[src/rtl/tpm_pkg.sv]
// Shared types and constants for the test pattern monitor: FSM states, result codes
// and the saturating-increment helper used by the hit counters.
package tpm_pkg;

    typedef enum logic [1:0] {
        IDLE    = 2'd0,
        MEASURE = 2'd1,
        REPORT  = 2'd2
    } tpm_state_e;

    localparam logic [3:0] TPM_SEL_T0  = 4'h0;
    localparam logic [3:0] TPM_SEL_T1  = 4'h1;
    localparam logic [3:0] TPM_SEL_T2  = 4'h2;
    localparam logic [3:0] TPM_SEL_T3  = 4'h3;
    localparam logic [3:0] TPM_SEL_ERR = 4'hF;

    function automatic logic [7:0] sat_inc8(input logic [7:0] v);
        return (v == 8'hFF) ? v : v + 8'd1;
    endfunction

endpackage

[src/rtl/tpm_hist_cnt.sv]
// Single 8-bit hit counter that saturates at 8'hFF; used for the result histogram.
module tpm_hist_cnt
    import tpm_pkg::*;
(
    input  logic       clk,
    input  logic       rstn,
    input  logic       inc_en,
    output logic [7:0] cnt
);

    logic [7:0] cnt_q;
    logic [7:0] cnt_d;

    always_comb begin
        cnt_d = cnt_q;
        if (inc_en) begin
            cnt_d = sat_inc8(cnt_q);
        end else begin
            cnt_d = cnt_q;
        end
    end

    always_ff @(posedge clk or negedge rstn) begin
        if (!rstn) begin
            cnt_q <= 8'd0;
        end else begin
            cnt_q <= cnt_d;
        end
    end

    assign cnt = cnt_q;

endmodule

[config.mk]
export PLATFORM = sky130hd
export DESIGN_NAME = tpm_hist_cnt
export DESIGN_NICKNAME = d
export VERILOG_FILES = /design/src/rtl/tpm_pkg.sv /design/src/rtl/tpm_hist_cnt.sv
export SDC_FILE = /design/constraint.sdc
export NUM_CORES = 1
export LEC_CHECK = 0
export BUFFER_PORTS_ARGS = -buffer_cell sky130_fd_sc_hd__buf_2
export CORE_AREA = 10 10 47 49
export DETAILED_ROUTE_END_ITERATION = 7
export DIE_AREA = 0 0 57 59
export GPL_TIMING_DRIVEN = 0
export PLACE_DENSITY = 0.57
export SYNTH_ARGS = -nofsm -noshare
export SYNTH_HDL_FRONTEND = slang
export SYNTH_SLANG_ARGS = --single-unit
[constraint.sdc]
create_clock -name clk -period 1.4 [get_ports clk]
set_input_delay 0.28 -clock clk [delete_from_list [all_inputs] [get_ports clk]]
set_output_delay 0.28 -clock clk [all_outputs]
set_load 0.02 [all_outputs]
==> flow_metrics.tcl <==
set metrics [dict create \
    ys_ff_latch 8 \
    min_period_over_period 0.9363 \
    wl_per_cell_um 12.05 \
    core_area_um2 1401 \
    grt_first_pass_wirelength_um 1490 \
    cts.clk_slew.worst_paths_ns 0.06 \
    cts_buffer_depth 2 \
    setup_viol 0 \
    drt_first_pass_iters 2 \
    maxSlewViolCount 0 \
    hold_end "cnt[0]$_DFFE_PN0P_" \
    drt_iter0_drc 5 \
    power.switching_uw 499.8 \
    p_total_mw 1.160 \
    globalRouteOverflowTotal 0 \
    final.min_clock_period_ns 1.311 \
    hp-class "input pin to flip-flop" \
    initial_core_util 0.2786 \
    cts.sinks 8 \
    final_cell_mix "buf_2, dfrtp_1, xnor2_1" \
    io_pins 11 \
    clock_power_share 0.164 \
    yosys_warnings 0 \
    routed_via_density 4.894 \
    slowest_delay_ns 0.41 \
    p_int_uw 660.2 \
    syn_avg_cell_area_um2 11.15 \
    path_class "flip-flop to flip-flop" \
    r2r-start "cnt[0]$_DFFE_PN0P_" \
    cts_setup_buffers 0 \
    power_frac_seq 0.416 \
    fin_nets 55 \
    grtUsageTotal 0.05565 \
    area_growth_pct 32.37 \
    drc_errors 0 \
    syn_inst 35 \
    wirelength_um 795 \
    mostFrequentLayoutCell "buf_2" \
    end_kind "flip-flop" \
    antenna_found_initial 0 \
    yosysSeqAreaShare 0.5128 \
    power_density_nw_per_um2 2245 \
    cp_data_required_time_ns 1.54 \
    synthTopCellsByArea "dfrtp_1, xnor2_1, a21oi_1" \
    synth_top_area_cell "dfrtp_1" \
    synth_top_area_frac 0.5128 \
    n_fill_cell 155 \
    antennaDiodeCount 0 \
    cts_tree "done" \
    dp_hpwl_um 625.3 \
    final.setup.tns_ns 0 \
    synth_area_um2 390.4 \
    rsz0062_at_grt "false" \
    rr_endpoint "cnt[1]$_DFFE_PN0P_" \
    hp-start "inc_en" \
    ff2ff_path_depth 4 \
    ant_nets 0 \
    die_w_um 57 \
    final_hold_viol_count 0 \
    grt_pass1_vias 351 \
    drive_gt1_frac 0.3800 \
    cp-start-kind "flip-flop" \
    drv_cap 0 \
    r2r_setup_slack_ns 0.09 \
    regArea_um2 202.7 \
    maxSlewHeadroom 0.8644 \
    cp_top_family "flip-flops" \
    path_buf_inv 0 \
    place.port_buffers 10 \
    die-height_um 59 \
    max_freq_ghz 0.7628 \
    die_area_um2 3363 \
    crit_slowest_cell "dfrtp_2" \
    tightest_slew_ns 0.2012 \
    cts_made_buffers 3 \
    finalWeightedCongestion 0.7329 \
    ir_drop_v 0.0008572 \
    grt_max_degree 9 \
    vias 323 \
    multi_input_area_um2 203.9 \
    htreeDepth 1 \
    clock_latency_ns 0.25 \
    combPwrFrac 0.420 \
    largest_register_ffs 8 \
    worstPathArrival_ns 1.45 \
    synth.distinct_cells 18 \
    fin_skew_ns 0.004892 \
    worstPathCellList "ha_4, nand3_2, o21ai_2, mux2_1" \
    status "completed" \
    cp_max_fo 4 \
    synth_nets 39 \
    rows 14 \
    swShare 0.4308 \
    power.leakage_nw 0.2201 \
    hold_depth 3 \
    cts_root_buf "clkbuf_4" \
]
-- logic make-up (layout without fill, tap and decap cells) --
logic type,Yosys count,count (layout),synth area share
adder cells (fa/ha/maj),1,1,0.03205
flip-flops,8,8,0.5128
AND/OR/NAND/NOR,12,12,0.1923
buffers and inverters,1,16,0.009606
AO/OA/AOI/OAI,8,8,0.1346
XOR/XNOR,4,4,0.08973
multiplexers,1,1,0.02884
-- power by group through the flow --
stage / clock, mW / sequential, mW / combinational (mW)
6_report: 0.191 / 0.482 / 0.487
5_1_grt: 0.208 / 0.508 / 0.562
4_1_cts: 0.198 / 0.471 / 0.471
3_5_place_dp: 0 / 0.473 / 0.470
3_3_place_gp: 0 / 0.474 / 0.460
2_1_floorplan: 0 / 0.584 / 0.191
-- per-stage QoR --
step / util / instances / setup slack (ns) / cell area [um^2] / hold WS (ns)
final: 0.3688 / 66 / 0.08912 / 516.7 / 0.3176
after global routing: 0.3688 / 66 / 0.01375 / 516.7 / 0.3500
after global placement: 0.3304 / 61 / 0.03586 / 462.9 / 0.1343
after floorplan: - / 35 / 0.02604 / 392.9 / -0.01559
after CTS: 0.3563 / 66 / 0.02678 / 499.2 / 0.3180
after detailed placement: 0.3304 / 61 / 0.04103 / 462.9 / 0.1339
-- worst register-to-register path: cells and delay by family, from the launching register on --
family                     cells  cell delay, ns
muxes                          1            0.33
AOI/OAI and AO/OA              1            0.19
and+or+nand+nor                1            0.10
DFF                            1            0.41
adders and majority gates      1            0.16
-- cell type report --
| cell class | instances | share of cell area |
|---|---|---|
| multi-input combinational | 26 | 0.3947 |
| sequential | 8 | 0.3923 |
| timing repair buffer | 11 | 0.1162 |
| clock buffer | 4 | 0.05085 |
| tap | 16 | 0.03874 |
| inverter | 1 | 0.007264 |
-- repair_timing --
item / CTS / global route
hold endpoints to repair: 8 / 0
setup endpoints to repair: 0 / 1
gates resized for setup: 0 / 3
hold buffers: 1 / 0
-- cells in the mapped netlist (all sizes together) --
| cell type | n |
|---|---|
| o21ai | 2 |
| dfrtp | 8 |
| o211ai | 2 |
| nor2b | 1 |
| nand3 | 3 |
| xnor2 | 4 |
| and3 | 2 |
| nand2 | 2 |
| a2bb2oi | 1 |
| a21oi | 3 |
| mux2 | 1 |
| and2 | 1 |
| ha | 1 |
| inv | 1 |
| nand4 | 2 |
| and4 | 1 |
-- layer usage --
metal	GRT usage	vias to the layer above	wire length (um)
met4	0.04027	0	16
li1	-	163	-
met1	0.06159	145	386
met3	0.03863	4	103
met2	0.07287	11	288
met5	0	-	0
-- worst max path at each step --
stage	end	slack [ns]	startpoint	cells past startpoint
floorplan	cnt[1]$_DFFE_PN0P_	0.03	cnt[0]$_DFFE_PN0P_	4
global placement	cnt[1]$_DFFE_PN0P_	0.04	cnt[0]$_DFFE_PN0P_	4
detailed placement	cnt[1]$_DFFE_PN0P_	0.04	cnt[0]$_DFFE_PN0P_	4
CTS	cnt[1]$_DFFE_PN0P_	0.03	cnt[0]$_DFFE_PN0P_	4
global route	cnt[1]$_DFFE_PN0P_	0.01	cnt[0]$_DFFE_PN0P_	4
finish	cnt[1]$_DFFE_PN0P_	0.09	cnt[0]$_DFFE_PN0P_	4
Note: power is estimated with default switching activity, not from simulation.
